--- config.mk ---
export PLATFORM = sky130hd
export DESIGN_NAME = zx_host_link
export DESIGN_NICKNAME = d
export VERILOG_FILES = /design/src/rtl/hzx_pkg.sv /design/src/rtl/hzx_link_rx.sv /design/src/rtl/zx_host_link.sv
export SDC_FILE = /design/constraint.sdc
export NUM_CORES = 1
export LEC_CHECK = 0
export BUFFER_PORTS_ARGS = -buffer_cell sky130_fd_sc_hd__buf_2
export CAP_MARGIN = 20
export CORE_ASPECT_RATIO = 0.6
export CORE_UTILIZATION = 45
export CTS_CLUSTER_DIAMETER = 150
export DETAILED_ROUTE_END_ITERATION = 12
export GPL_ROUTABILITY_DRIVEN = 0
export PLACE_DENSITY = 0.6
export SYNTH_ARGS = -nofsm -noshare
export SYNTH_HDL_FRONTEND = slang
export SYNTH_SLANG_ARGS = --single-unit
--- constraint.sdc ---
create_clock -name clk -period 2.8 [get_ports clk]
set_input_delay 0.28 -clock clk [delete_from_list [all_inputs] [get_ports clk]]
set_output_delay 0.28 -clock clk [all_outputs]
set_load 0.01 [all_outputs]
--- src/rtl/hzx_pkg.sv ---
// hzx_pkg: shared definitions for the HIDman-to-ZX serial link.
//   - Register address constants for the four peripheral write strobes.
//   - Frame length (16 bits, or 17 when HZX_LINK_PARITY_EN adds an odd parity bit).
//   - Strobe FSM state enum.
//   - addr_to_sel(): one-hot strobe select {joy, mkey, my, mx}, or 0 for an unmapped address.
// Configuration macro: HZX_LINK_PARITY_EN (optional odd parity bit at the end of each frame).
package hzx_pkg;

  localparam logic [7:0] ADDR_MX   = 8'h01;
  localparam logic [7:0] ADDR_MY   = 8'h02;
  localparam logic [7:0] ADDR_MKEY = 8'h03;
  localparam logic [7:0] ADDR_JOY  = 8'h04;

`ifdef HZX_LINK_PARITY_EN
  localparam int FRAME_BITS = 17;
`else
  localparam int FRAME_BITS = 16;
`endif

  typedef enum logic [1:0] {
    IDLE   = 2'd0,
    SETUP  = 2'd1,
    STROBE = 2'd2
  } strobe_state_t;

  function automatic logic [3:0] addr_to_sel(input logic [7:0] addr);
    logic [3:0] sel;
    sel = 4'b0000;
    case (addr)
      ADDR_MX:   sel = 4'b0001;
      ADDR_MY:   sel = 4'b0010;
      ADDR_MKEY: sel = 4'b0100;
      ADDR_JOY:  sel = 4'b1000;
      default:   sel = 4'b0000;
    endcase
    return sel;
  endfunction

endpackage

--- src/rtl/hzx_link_rx.sv ---
// hzx_link_rx: serial frame receiver for zx_host_link.
// Synchronizes sck/mosi/cs_n into clk, shifts mosi MSB first on each synchronized
// sck rising edge while cs_n is low, and judges the frame when cs_n rises.
// Ports:
//   clk, rst_in      system clock, asynchronous active-low reset
//   sck, mosi, cs_n  raw serial inputs from the MCU (asynchronous to clk)
//   frame_valid      one-cycle pulse: a frame of correct length (and parity) ended
//   frame_bad        one-cycle pulse: a non-empty frame had bad length or parity
//   addr, data       frame contents, meaningful while frame_valid is high
// Configuration macro: HZX_LINK_PARITY_EN (17-bit frames with trailing odd parity bit).
module hzx_link_rx
  import hzx_pkg::*;
#(
  parameter int SYNC_STAGES = 2
) (
  input  logic       clk,
  input  logic       rst_in,
  input  logic       sck,
  input  logic       mosi,
  input  logic       cs_n,
  output logic       frame_valid,
  output logic       frame_bad,
  output logic [7:0] addr,
  output logic [7:0] data
);

  localparam logic [4:0] FRAME_LEN = 5'(FRAME_BITS);

  logic [SYNC_STAGES-1:0] sck_sync_reg;
  logic [SYNC_STAGES-1:0] mosi_sync_reg;
  logic [SYNC_STAGES-1:0] cs_n_sync_reg;
  logic                   sck_prev_reg;
  logic                   cs_n_prev_reg;
  logic [4:0]             bit_cnt_reg;
  logic [FRAME_BITS-1:0]  shift_reg;

  logic sck_s, mosi_s, cs_n_s;
  logic sck_rise, cs_n_rise;
  logic len_ok, frame_ok;

  assign sck_s     = sck_sync_reg[SYNC_STAGES-1];
  assign mosi_s    = mosi_sync_reg[SYNC_STAGES-1];
  assign cs_n_s    = cs_n_sync_reg[SYNC_STAGES-1];
  assign sck_rise  = sck_s & ~sck_prev_reg;
  assign cs_n_rise = cs_n_s & ~cs_n_prev_reg;

  always_ff @(posedge clk or negedge rst_in) begin
    if (!rst_in) begin
      sck_sync_reg  <= '0;
      mosi_sync_reg <= '0;
      cs_n_sync_reg <= '1;
      sck_prev_reg  <= 1'b0;
      cs_n_prev_reg <= 1'b1;
      bit_cnt_reg   <= 5'd0;
      shift_reg     <= '0;
    end else begin
      // The width cast drops the oldest stage, shifting the new sample in at bit 0.
      sck_sync_reg  <= SYNC_STAGES'({sck_sync_reg, sck});
      mosi_sync_reg <= SYNC_STAGES'({mosi_sync_reg, mosi});
      cs_n_sync_reg <= SYNC_STAGES'({cs_n_sync_reg, cs_n});
      sck_prev_reg  <= sck_s;
      cs_n_prev_reg <= cs_n_s;
      // Counter is held at zero whenever the frame is deselected; the cs_n rise
      // cycle still sees the final count because the clear lands one edge later.
      if (cs_n_s) begin
        bit_cnt_reg <= 5'd0;
      end else if (sck_rise) begin
        shift_reg <= {shift_reg[FRAME_BITS-2:0], mosi_s};
        if (bit_cnt_reg != 5'd31) begin
          bit_cnt_reg <= bit_cnt_reg + 5'd1;
        end
      end
    end
  end

  assign len_ok = (bit_cnt_reg == FRAME_LEN);

`ifdef HZX_LINK_PARITY_EN
  // Odd parity: addr, data and the parity bit together hold an odd number of ones.
  assign frame_ok = len_ok & (^shift_reg);
`else
  assign frame_ok = len_ok;
`endif

  // A select pulse with no clocks at all is not a frame and is ignored outright.
  assign frame_valid = cs_n_rise & frame_ok;
  assign frame_bad   = cs_n_rise & (bit_cnt_reg != 5'd0) & ~frame_ok;
  assign addr        = shift_reg[FRAME_BITS-1 -: 8];
  assign data        = shift_reg[FRAME_BITS-9 -: 8];

endmodule

--- src/rtl/zx_host_link.sv ---
// zx_host_link: serial slave turning HIDman MCU frames into ZX peripheral writes.
// A decoded frame loads di, waits STROBE_SETUP cycles, then raises one of the
// write strobes for STROBE_WIDTH cycles. A frame arriving while a sequence runs is
// parked in a one-deep slot; a frame arriving with the slot full is dropped.
// Ports:
//   clk, rst_in            system clock, asynchronous active-low reset
//   sck, mosi, cs_n        serial link from the MCU
//   di[7:0]                register write data (0xFF after reset)
//   mx, my, mkey, joy      active-high write strobes (used on their rising edge)
//   busy                   strobe sequence running or pending slot occupied
//   overrun                sticky: a frame was dropped because the slot was full
//   frame_err              sticky: a frame had a bad length (or parity)
// Configuration macro: HZX_LINK_PARITY_EN (17-bit frames with odd parity bit).
module zx_host_link
  import hzx_pkg::*;
#(
  parameter int SYNC_STAGES  = 2,
  parameter int STROBE_SETUP = 2,
  parameter int STROBE_WIDTH = 4
) (
  input  logic       clk,
  input  logic       rst_in,
  input  logic       sck,
  input  logic       mosi,
  input  logic       cs_n,
  output logic [7:0] di,
  output logic       mx,
  output logic       my,
  output logic       mkey,
  output logic       joy,
  output logic       busy,
  output logic       overrun,
  output logic       frame_err
);

  logic       rx_valid;
  logic       rx_bad;
  logic [7:0] rx_addr;
  logic [7:0] rx_data;
  logic [3:0] rx_sel;
  logic       new_frame;

  hzx_link_rx #(
    .SYNC_STAGES(SYNC_STAGES)
  ) u_rx (
    .clk        (clk),
    .rst_in     (rst_in),
    .sck        (sck),
    .mosi       (mosi),
    .cs_n       (cs_n),
    .frame_valid(rx_valid),
    .frame_bad  (rx_bad),
    .addr       (rx_addr),
    .data       (rx_data)
  );

  // Unmapped addresses never reach the FSM or the slot.
  assign rx_sel    = addr_to_sel(rx_addr);
  assign new_frame = rx_valid & (rx_sel != 4'b0000);

  strobe_state_t state_reg, state_next;
  logic [15:0]   cnt_reg, cnt_next;
  logic [7:0]    di_reg, di_next;
  logic [3:0]    sel_reg, sel_next;
  logic [3:0]    strobe_reg, strobe_next;
  logic          pend_valid_reg, pend_valid_next;
  logic [3:0]    pend_sel_reg, pend_sel_next;
  logic [7:0]    pend_data_reg, pend_data_next;
  logic          overrun_reg, overrun_next;
  logic          frame_err_reg, frame_err_next;

  always_ff @(posedge clk or negedge rst_in) begin
    if (!rst_in) begin
      state_reg      <= IDLE;
      cnt_reg        <= 16'd0;
      di_reg         <= 8'hFF;
      sel_reg        <= 4'b0000;
      strobe_reg     <= 4'b0000;
      pend_valid_reg <= 1'b0;
      pend_sel_reg   <= 4'b0000;
      pend_data_reg  <= 8'h00;
      overrun_reg    <= 1'b0;
      frame_err_reg  <= 1'b0;
    end else begin
      state_reg      <= state_next;
      cnt_reg        <= cnt_next;
      di_reg         <= di_next;
      sel_reg        <= sel_next;
      strobe_reg     <= strobe_next;
      pend_valid_reg <= pend_valid_next;
      pend_sel_reg   <= pend_sel_next;
      pend_data_reg  <= pend_data_next;
      overrun_reg    <= overrun_next;
      frame_err_reg  <= frame_err_next;
    end
  end

  always_comb begin
    state_next      = state_reg;
    cnt_next        = cnt_reg;
    di_next         = di_reg;
    sel_next        = sel_reg;
    strobe_next     = strobe_reg;
    pend_valid_next = pend_valid_reg;
    pend_sel_next   = pend_sel_reg;
    pend_data_next  = pend_data_reg;
    overrun_next    = overrun_reg;
    frame_err_next  = frame_err_reg | rx_bad;

    case (state_reg)
      IDLE: begin
        cnt_next    = 16'd0;
        strobe_next = 4'b0000;
        if (pend_valid_reg) begin
          // Drain the slot; a frame landing in this same cycle refills it.
          state_next      = SETUP;
          di_next         = pend_data_reg;
          sel_next        = pend_sel_reg;
          pend_valid_next = new_frame;
          if (new_frame) begin
            pend_sel_next  = rx_sel;
            pend_data_next = rx_data;
          end
        end else if (new_frame) begin
          state_next = SETUP;
          di_next    = rx_data;
          sel_next   = rx_sel;
        end
      end
      SETUP: begin
        if (cnt_reg == 16'(STROBE_SETUP - 1)) begin
          state_next  = STROBE;
          cnt_next    = 16'd0;
          strobe_next = sel_reg;
        end else begin
          cnt_next = cnt_reg + 16'd1;
        end
      end
      STROBE: begin
        if (cnt_reg == 16'(STROBE_WIDTH - 1)) begin
          // Passing through IDLE guarantees at least one low cycle between strobes.
          state_next  = IDLE;
          cnt_next    = 16'd0;
          strobe_next = 4'b0000;
        end else begin
          cnt_next = cnt_reg + 16'd1;
        end
      end
      default: begin
        state_next  = IDLE;
        cnt_next    = 16'd0;
        strobe_next = 4'b0000;
      end
    endcase

    // Frames arriving mid-sequence park in the slot, or are lost if it is full.
    if (new_frame && (state_reg != IDLE)) begin
      if (pend_valid_reg) begin
        overrun_next = 1'b1;
      end else begin
        pend_valid_next = 1'b1;
        pend_sel_next   = rx_sel;
        pend_data_next  = rx_data;
      end
    end
  end

  assign di        = di_reg;
  assign mx        = strobe_reg[0];
  assign my        = strobe_reg[1];
  assign mkey      = strobe_reg[2];
  assign joy       = strobe_reg[3];
  assign busy      = (state_reg != IDLE) | pend_valid_reg;
  assign overrun   = overrun_reg;
  assign frame_err = frame_err_reg;

endmodule

; After elaboration in Yosys (flattened, before gate mapping)
; Cells that the tools add are included.
; Widths: inputs -> output; s select.
[classes]
addsub = 2
n_eq_ne = 13
n_mux = 33
bitwise_logic = 12
reduce_logical = 14
[ops]
columns = cell, n
row1 = $mux 8, 7
row2 = $mux 4, 9
row3 = $mux 16, 2
row4 = $pmux 16 s2, 1
row5 = $add 16x1->16 const B, 1
row6 = $eq 16x1->1 const B, 1
row7 = $eq 16x2->1 const B, 1
row8 = $eq 8x2->1 const B, 2
row9 = $pmux 4 s4, 1
row10 = $mux 5, 3
row11 = $reduce_and 2->1, 5
row12 = $eq 8x1->1 const B, 1
row13 = $eq 8x3->1 const B, 1
row14 = $mux 2, 4
row15 = $pmux 4 s2, 1
row16 = $reduce_bool 2->1, 4
row17 = $and 1x1->1, 6
row18 = $pmux 2 s3, 1
row19 = $add 5x1->5 const B, 1
row20 = $eq 5x5->1 const B, 1
row21 = $ne 5x5->1 const B, 1
row22 = $reduce_bool 5->1, 1
row23 = $mux 1, 4
row24 = $ne 2x2->1 const B, 2
row25 = other kinds (9), 13
[totals]
output_inout_bits = 15
word_cells = 91
input_bits = 5
register_bits = 78

; Logic depth before layout (Yosys ltp)
; Gate-level depths: netlist of the first run.
[logic_depth]
depth_word = 9
depth_mapped = 9
ltp_nobuf = 7

; Hierarchy
; A second synthesis of the first run with hierarchy kept.
[hier_totals]
hier_cells = 280
area_unflattened_um2 = 3523.4
[modules_own_cells]
columns = module, cells_per_inst, instances, area_per_inst_um2, seq_area_each_um2
row1 = zx_host_link, 209, 1, 2386.0, 1236.2
row2 = hzx_link_rx, 71, 1, 1137.3, 729.4

; Worst setup path after synthesis of the first run
; Ideal clock, no wire load.
[synth_path]
path_type = reg2reg
startpoint = register u_rx.bit_cnt_reg[0]
endpoint = register pend_data_reg[1]
setup_time_ps = 125
stages_incl_launch_ff = 8
required_ps = 2675
path_buffers = 1
t_arrival_ps = 1818
path_slack_ps = 857
period_less_slack_ps = 1943
path_cell_list = dfrtp_1 > inv_1 > ha_1 > or3b_2 > nor3_4 > nand3_2 > buf_6 > mux2_4
[synth_via]
elab_chain_cells = 8
elab_cells_between_ends = 9
classes_between = eq/ne (1) / mux (5) / bitwise (2) / reduce/logical (1)
[synth_lines]
columns = item, line
row1 = "start, declared", hzx_link_rx.sv:34  ; logic [4:0] bit_cnt_reg;
row2 = "start signal, assigned", hzx_link_rx.sv:70  ; bit_cnt_reg <= bit_cnt_reg + 5'd1;
row3 = $eq 5x5->1 *, hzx_link_rx.sv:76  ; assign len_ok = (bit_cnt_reg == FRAME_LEN);
row4 = $and 1x1->1 *, hzx_link_rx.sv:86  ; assign frame_valid = cs_n_rise & frame_ok;
row5 = $and 1x1->1 *, zx_host_link.sv:59  ; assign new_frame = rx_valid & (rx_sel != 4'b0000);
row6 = $mux 8, zx_host_link.sv:120  ; if (new_frame) begin
row7 = $mux 8, zx_host_link.sv:114  ; if (pend_valid_reg) begin
row8 = $mux 8, zx_host_link.sv:110  ; case (state_reg)
row9 = $mux 8, zx_host_link.sv:158  ; if (pend_valid_reg) begin
row10 = $mux 8 *, zx_host_link.sv:157  ; if (new_frame && (state_reg != IDLE)) begin
row11 = named net pend_data_next[1], zx_host_link.sv:68  ; logic [7:0] pend_data_reg, pend_data_next;
row12 = "end signal, assigned", zx_host_link.sv:92  ; pend_data_reg <= pend_data_next;
row13 = "end, declared", zx_host_link.sv:68
; The timed path passes the listed nets; every way through them passes the cells marked *.
; A chain may end at the register's enable or synchronous reset.

; Worst setup path in the final report of the first run
[layout_path]
startpoint = register u_rx.bit_cnt_reg[0]
endpoint = register sel_reg[1]
[layout_via]
elab_chain_cells = 5
[layout_lines]
columns = item, line
row1 = $eq 5x5->1, hzx_link_rx.sv:76
row2 = $and 1x1->1, hzx_link_rx.sv:86
row3 = $and 1x1->1, zx_host_link.sv:59
row4 = $reduce_bool 2->1 (no line), n/a
row5 = $reduce_and 2->1 (no line), n/a
row6 = "end signal, assigned", zx_host_link.sv:88  ; sel_reg <= sel_next;
row7 = "end, declared", zx_host_link.sv:64  ; logic [3:0] sel_reg, sel_next;
; No other way between the ends.

==> reports/qor.json, run 1 <==
{
  "run_status": "finished clean",
  "post_synth_fa_ha_maj_area_fraction_pct": 2.89,
  "post_synthesis_mean_instance_area_um2": 12.0,
  "finalHoldViolCount": 0,
  "final_stage_net_count": 323,
  "synth.cell_area_um2": 3460,
  "period_minus_slack_ps": 2310,
  "synth_area_leaders": "dfrtp_1 48%, dfstp_2 8.3%, mux2_2 6.2%, o22ai_1 4.0%, xor2_1 3.5%",
  "synth-warning-count": 0,
  "worstHoldPathType": "input pin to flip-flop",
  "worst-endpoint-arrival_ps": 2530,
  "via_count_of_the_first_global_routing_pass": 2125,
  "synth-seq-area-share_pct": 56.7,
  "grt.overflow.total": 0,
  "postSynth.topFlopCell": "dfrtp_1",
  "cts_tree": "yes",
  "async_flop_share_pct": 100,
  "vias": 2193,
  "dpl_worst_slack_ps": 474,
  "port_buffers": 19,
  "drc": 0,
  "effective_utilization_at_floorplan_pct": 47.1,
  "vdd_ir_drop_max_mv": 0.390,
  "antenna_left": 0,
  "max_slew_margin_pct": 44.5,
  "die_h_um": 70.0,
  "number_of_antenna_violations_at_the_first_check_in_global_routing": 0,
  "finish.utilization_pct": 53.8,
  "worst_setup_path_start_kind": "flip-flop",
  "timing.critical_path.fanout_max": 12,
  "drive_gt1_share_pct": 27.9,
  "cts_repair_resizes": 0,
  "power.static_leakage_uw": 0.00184,
  "fillerInstances": 637,
  "complex_gate_fraction_of_the_synthesized_area_pct": 8.23,
  "required_ps": 3020,
  "avgRoutedWirePerCell_um": 15.8,
  "post_route_worst_hold_slack_ps": 39.5,
  "synth-edff-count": 0,
  "synth_nets": 302,
  "global_route_wire_length_before_repair_um": 11000,
  "total_area_of_sequential_cells_um2": 1970,
  "floorplan.rows": 24,
  "worst_skew_pair.late_latency_ps": 340,
  "detail_route.vias_per_cell": 5.23,
  "finalWirelength_um": 6610,
  "unrepaired_setup_endpoints_after_global_routing": "false",
  "synth_seq_cells": 78,
  "power-per-cell-area_nw_per_um2": 648,
  "detail_route.first_pass.iterations": 4,
  "cts_root_buffer": "clkbuf_16",
  "grt_max_degree": 79,
  "post-synth-top-count-cell": "dfrtp_1",
  "period_share_pct": 82.5,
  "met1_demand_to_capacity_share_in_global_routing_pct": 28.7,
  "timing.final.setup_violations": 0,
  "netlist_instances": 289,
  "synth.area.mux_share_pct": 10.5,
  "post_synth_xor_area_fraction_pct": 4.55,
  "layout.cell_area.non_filler_um2": 3960,
  "setup.worst_path.class": "flip-flop to flip-flop",
  "hpwl_um": 4320,
  "ios": 20,
  "dieWidth_um": 115,
  "drt_first_iter_violations": 81,
  "final-max-slew-violation-count": 0,
  "multi_input_area_um2": 1370,
  "synth_top_cells_by_count": "67 x dfrtp_1, 26 x nor2_1, 22 x o22ai_1",
  "tritoncts.num_buffers": 9,
  "synth-simple-area-share_pct": 13.4,
  "layout-area-overhead-vs-synth_pct": 14.3,
  "grt_util_met3_pct": 7.99,
  "synthDominantCellAreaShare_pct": 48.4,
  "critical_path.endpoint_type": "flip-flop",
  "synth_top_family_by_area": "simple AND/OR/NAND/NOR gates",
  "cts.sink_count": 78,
  "antenna_cells_inserted": 0,
  "global_route.usage.total_pct": 18.5,
  "layout_setup_ws_ps": 490,
  "cts-htree-levels": 3,
  "fmax_ghz": 0.433,
  "global_route.usage.met2_pct": 23.1,
  "cap_viol_max_count": 0,
  "core-area_um2": 7360,
  "yosysTopAreaCell": "dfrtp_1",
  "setup_tns_ps": 0,
  "grt.busiest_layer": "met1",
  "detailed_place.area_um2": 3620,
  "ctsLongestPathBuffers": 2,
  "worst_pin_slew_ps": 832,
  "dieArea_um2": 8070,
  "path_clk_slew_ps": 60,
  "skew_ps": 6.08,
  "number_of_distinct_library_cell_variants_in_the_gate_level_netlist_after_synthesis": 43
}
-- area by class of cell --
type,count,area share (%)
multi-input combinational,188,34.6
inverter,9,0.853
timing repair buffer,24,3.98
tap,104,3.29
clock buffer,10,6.04
sequential,78,49.7
clock inverter,6,1.55
-- cell usage in the layout (no fill, tap or decap), types with 2 or more instances in the layout --
master	synthesis	routed
a21oi_1	11	11
a31o_2	2	2
and2_1	2	2
and3_1	4	4
and4_1	4	4
buf_2	2	18
buf_4	0	4
clkbuf_16	0	9
clkinv_2	0	3
dfrtp_1	67	67
dfstp_2	11	11
ha_1	8	8
inv_1	9	9
mux2_2	19	19
mux2_4	8	8
mux2i_1	3	3
nand2_1	17	17
nand2b_1	2	2
nand3_1	7	7
nand3b_1	2	2
nand4_1	4	4
nor2_1	26	26
nor3_1	4	4
nor3_2	2	2
nor4_1	3	3
o21ai_0	7	7
o22ai_1	22	22
xnor2_1	4	4
xor2_1	14	14
-- timing repair --
action	4_1_cts	5_1_grt
buffers inserted	0	0
endpoints found under the setup margin	0	0
endpoints found under the hold margin	0	24
hold buffers	0	1
-- routing by layer --
layer	share of wire (%)	routed length, µm
met1	56	3670
met2	39	2580
met3	4.5	297
met4	0.80	53
met5	0	0
-- path summary, 6_finish.rpt --
check,slack (ps),cells past startpoint,startpoint,end
min reg2reg,350,0,u_rx.mosi_sync_reg[0],u_rx.mosi_sync_reg[1]
min in group asynchronous,400,2,rst_in,strobe_reg[1]
min,40,1,cs_n,u_rx.cs_n_sync_reg[0]
max in group asynchronous,1780,3,rst_in,di[6]
max reg2reg,490,7,u_rx.bit_cnt_reg[0],sel_reg[1]
max,490,7,u_rx.bit_cnt_reg[0],sel_reg[1]
-- cell families (layout without fill, tap and decap cells) --
kind of cell,after synthesis,in the layout
AO/OA/AOI/OAI,47,47
XOR/XNOR,18,18
adder cells (fa/ha/maj),8,8
buffers and inverters,23,49
flip-flops,78,78
multiplexers,30,30
AND/OR/NAND/NOR,85,85
-- where the power goes --
group,internal [µW],switching [µW]
combinational,79.7,61.4
clock,710,445
sequential,1200,72.7
-- worst max-delay path, cell delays in order (launching register included) --
cell and delay (ps):
dfrtp_1 420, inv_1 70, ha_1 130, or3b_2 490, nor3_4 200, nand3_1 440
nor3b_1 370, nor3_2 80
-- per-stage QoR --
step	cells	power (µW)
after global routing	419	2670
after detailed placement	401	1430
final	419	2560
after floorplan	289	1360
after CTS	417	2600
after global placement	401	1420
Power figures use the tool's default switching activity.
==> inputs of run 2 (changes only) <==
--- a/config.mk
+++ b/config.mk
@@ -12,7 +12,7 @@
 export CTS_CLUSTER_DIAMETER = 150
 export DETAILED_ROUTE_END_ITERATION = 12
 export GPL_ROUTABILITY_DRIVEN = 0
-export PLACE_DENSITY = 0.6
+export PLACE_DENSITY = 0.62
 export SYNTH_ARGS = -nofsm -noshare
 export SYNTH_HDL_FRONTEND = slang
 export SYNTH_SLANG_ARGS = --single-unit
==> constraint.sdc (replaced) <==
create_clock -name clk -period 2 [get_ports clk]
set_input_delay 0.2 -clock clk [delete_from_list [all_inputs] [get_ports clk]]
set_output_delay 0.2 -clock clk [all_outputs]
set_load 0.01 [all_outputs]
==> run 2 against run 1 <==
  * Clock power rose by 26%
  * Critical path depth rose by 1
  * Total power rose by 36%
  * Cell area rose by 4.5%
  * Wire length rose by 2.1%
  * Clock-buffer cell count rose by 2
  * Worst setup slack got worse by 420 ps
  * Flip-flop and latch count did not move
  * First-iteration DRC count rose by 38%
  * Non-clock buffer count rose by 21
  * Via count rose by 4.7%
  * Core utilization rose by 2.4 points
==> reports/qor.json, run 2 (synthesized netlist as in run 1, its figures left out) <==
{
  "ios": 20,
  "worst_pin_slew_ps": 476,
  "timing.critical_path.cells": "inv_1 -> ha_1 -> or3b_4 -> nor3_4 -> buf_6 -> nand2_1 -> a31oi_1 -> mux2i_1",
  "dpl_worst_slack_ps": -35.1,
  "die_h_um": 70.0,
  "dieArea_um2": 8070,
  "floorplan.rows": 24,
  "vdd_ir_drop_max_mv": 0.369,
  "layout.cells.non_filler": 440,
  "timing.final.setup_violations": 0,
  "layout-area-overhead-vs-synth_pct": 19.4,
  "power.static_leakage_uw": 0.00194,
  "max_slew_margin_pct": 68.2,
  "skew_ps": 7.40,
  "period_share_pct": 96.5,
  "critical_path.endpoint_type": "flip-flop",
  "power-per-cell-area_nw_per_um2": 845,
  "cap_viol_max_count": 0,
  "path_clk_slew_ps": 60,
  "hp-start": "u_rx.sck_sync_reg[0]",
  "grt_max_degree": 38,
  "antenna_cells_inserted": 0,
  "worst_skew_pair.late_latency_ps": 330,
  "setup.worst_path.class": "flip-flop to flip-flop",
  "path_delay_family": "simple AND/OR/NAND/NOR gates",
  "hpwl_um": 4620,
  "layout_common_cells": "67 x dfrtp_1, 26 x nor2_1, 21 x o22ai_1",
  "cts_root_buffer": "clkbuf_16",
  "critical_register_to_register_path_endpoint": "state_reg[1]",
  "finalWirelength_um": 6750,
  "layout.cells.most_common": "dfrtp_1",
  "final-max-slew-violation-count": 0,
  "period_minus_slack_ps": 1930,
  "vias": 2297,
  "timing.critical_path.buf_inv": 2,
  "number_of_antenna_violations_at_the_first_check_in_global_routing": 0,
  "avgRoutedWirePerCell_um": 15.3,
  "cts_tree": "yes",
  "global_route.usage.total_pct": 18.7,
  "worst-endpoint-arrival_ps": 2180,
  "detail_route.vias_per_cell": 5.22,
  "dieWidth_um": 115,
  "detail_route.first_pass.iterations": 4,
  "core-area_um2": 7360,
  "drt_first_iter_violations": 112,
  "cts.sink_count": 78,
  "cts-htree-levels": 3,
  "timing.critical_path.fanout_max": 3,
  "worst_setup_path_start_kind": "flip-flop",
  "via_count_of_the_first_global_routing_pass": 2215,
  "reg2reg_slack_ps": 70,
  "fmax_ghz": 0.518,
  "antenna_left": 0,
  "drc": 0,
  "ctsLongestPathBuffers": 2,
  "global_route_wire_length_before_repair_um": 11300,
  "drive_gt1_share_pct": 32.1,
  "whs_endpoint": "u_rx.sck_sync_reg[1]",
  "whs_path_depth": 0,
  "dp_cells": 419,
  "run_status": "finished clean",
  "finalHoldViolCount": 0,
  "final_stage_net_count": 344,
  "required_ps": 2250,
  "worst_path_largest_cell_delay_ps": 390,
  "effective_utilization_at_floorplan_pct": 47.1,
  "ff2ff_path_depth": 8,
  "unrepaired_setup_endpoints_after_global_routing": "true",
  "grt.overflow.total": 0,
  "worstHoldPathType": "flip-flop to flip-flop",
  "port_buffers": 19,
  "layout_setup_ws_ps": 69.7,
  "tritoncts.num_buffers": 9,
  "critical_path.reg2reg.startpoint": "u_rx.bit_cnt_reg[0]",
  "critical-path-slowest-cell": "or3b_4"
}
[run 2: area by class of cell]
cell class                      instances  area (µm²)
Clock buffer                           12         246
Fill cell                             612        3220
Tap cell                              104         130
Sequential cell                        78        1970
Clock inverter                          4        23.8
Multi-Input combinational cell        188        1410
Inverter                                9        33.8
Timing Repair Buffer                   45         332
[run 2: where the power goes]
group | internal [µW] | total [µW] | switching (µW)
sequential | 1670 | 1770 | 97.0
combinational | 146 | 262 | 117
clock | 869 | 1460 | 595
total | 2690 | 3500 | 809
[run 2: per-layer routing]
| layer | track usage, % | vias to the layer above | part of all wire [%] |
|---|---|---|---|
| met5 | 0 | - | 0 |
| met4 | 6.35 | 0 | 1.3 |
| met3 | 6.25 | 10 | 4.6 |
| met2 | 24.6 | 43 | 42 |
| met1 | 28.5 | 1134 | 52 |
| li1 | - | 1110 | - |
[run 2: worst max path at each step]
stage / from / end / slack, ps / depth (start not counted)
after floorplan: u_rx.bit_cnt_reg[0] / pend_data_reg[1] / 60 / 7
after global placement: u_rx.bit_cnt_reg[0] / sel_reg[0] / -10 / 7
after detailed placement: u_rx.bit_cnt_reg[1] / di[0] / -40 / 8
after CTS: u_rx.shift_reg[11] / sel_reg[0] / 0.06 / 5
after global routing: u_rx.shift_reg[11] / sel_reg[0] / -20 / 5
final: u_rx.bit_cnt_reg[0] / state_reg[1] / 70 / 8
[run 2: stage by stage]
| step | cell area, µm² | hold slack [ps] | power, µW | setup TNS [ps] | utilization, % |
|---|---|---|---|---|---|
| floorplan | 3460 | -95.6 | 1900 | 0 | - |
| global placement | 3780 | 197 | 2020 | -31.5 | 51.4 |
| detailed placement | 3780 | 197 | 2030 | -218 | 51.4 |
| CTS | 4100 | 356 | 3530 | 0 | 55.7 |
| global route | 4140 | 366 | 3650 | -28.8 | 56.2 |
| finish | 4140 | 356 | 3500 | 0 | 56.2 |
[run 2: repair_timing]
item                       CTS  global route
hold buffers                 4             0
cloned                       0             0
pin swaps                    1             1
setup buffers                0             1
setup endpoints to repair    9            21
gates resized for setup      2             6
hold endpoints to repair    34             0
[run 2: worst register-to-register path, cell delays in order, from the launching register on]
cell,delay (ps)
dfrtp_1,370
inv_1,60
ha_1,130
or3b_4,390
nor3_4,220
buf_6,140
nand2_1,110
a31oi_1,240
mux2i_1,210
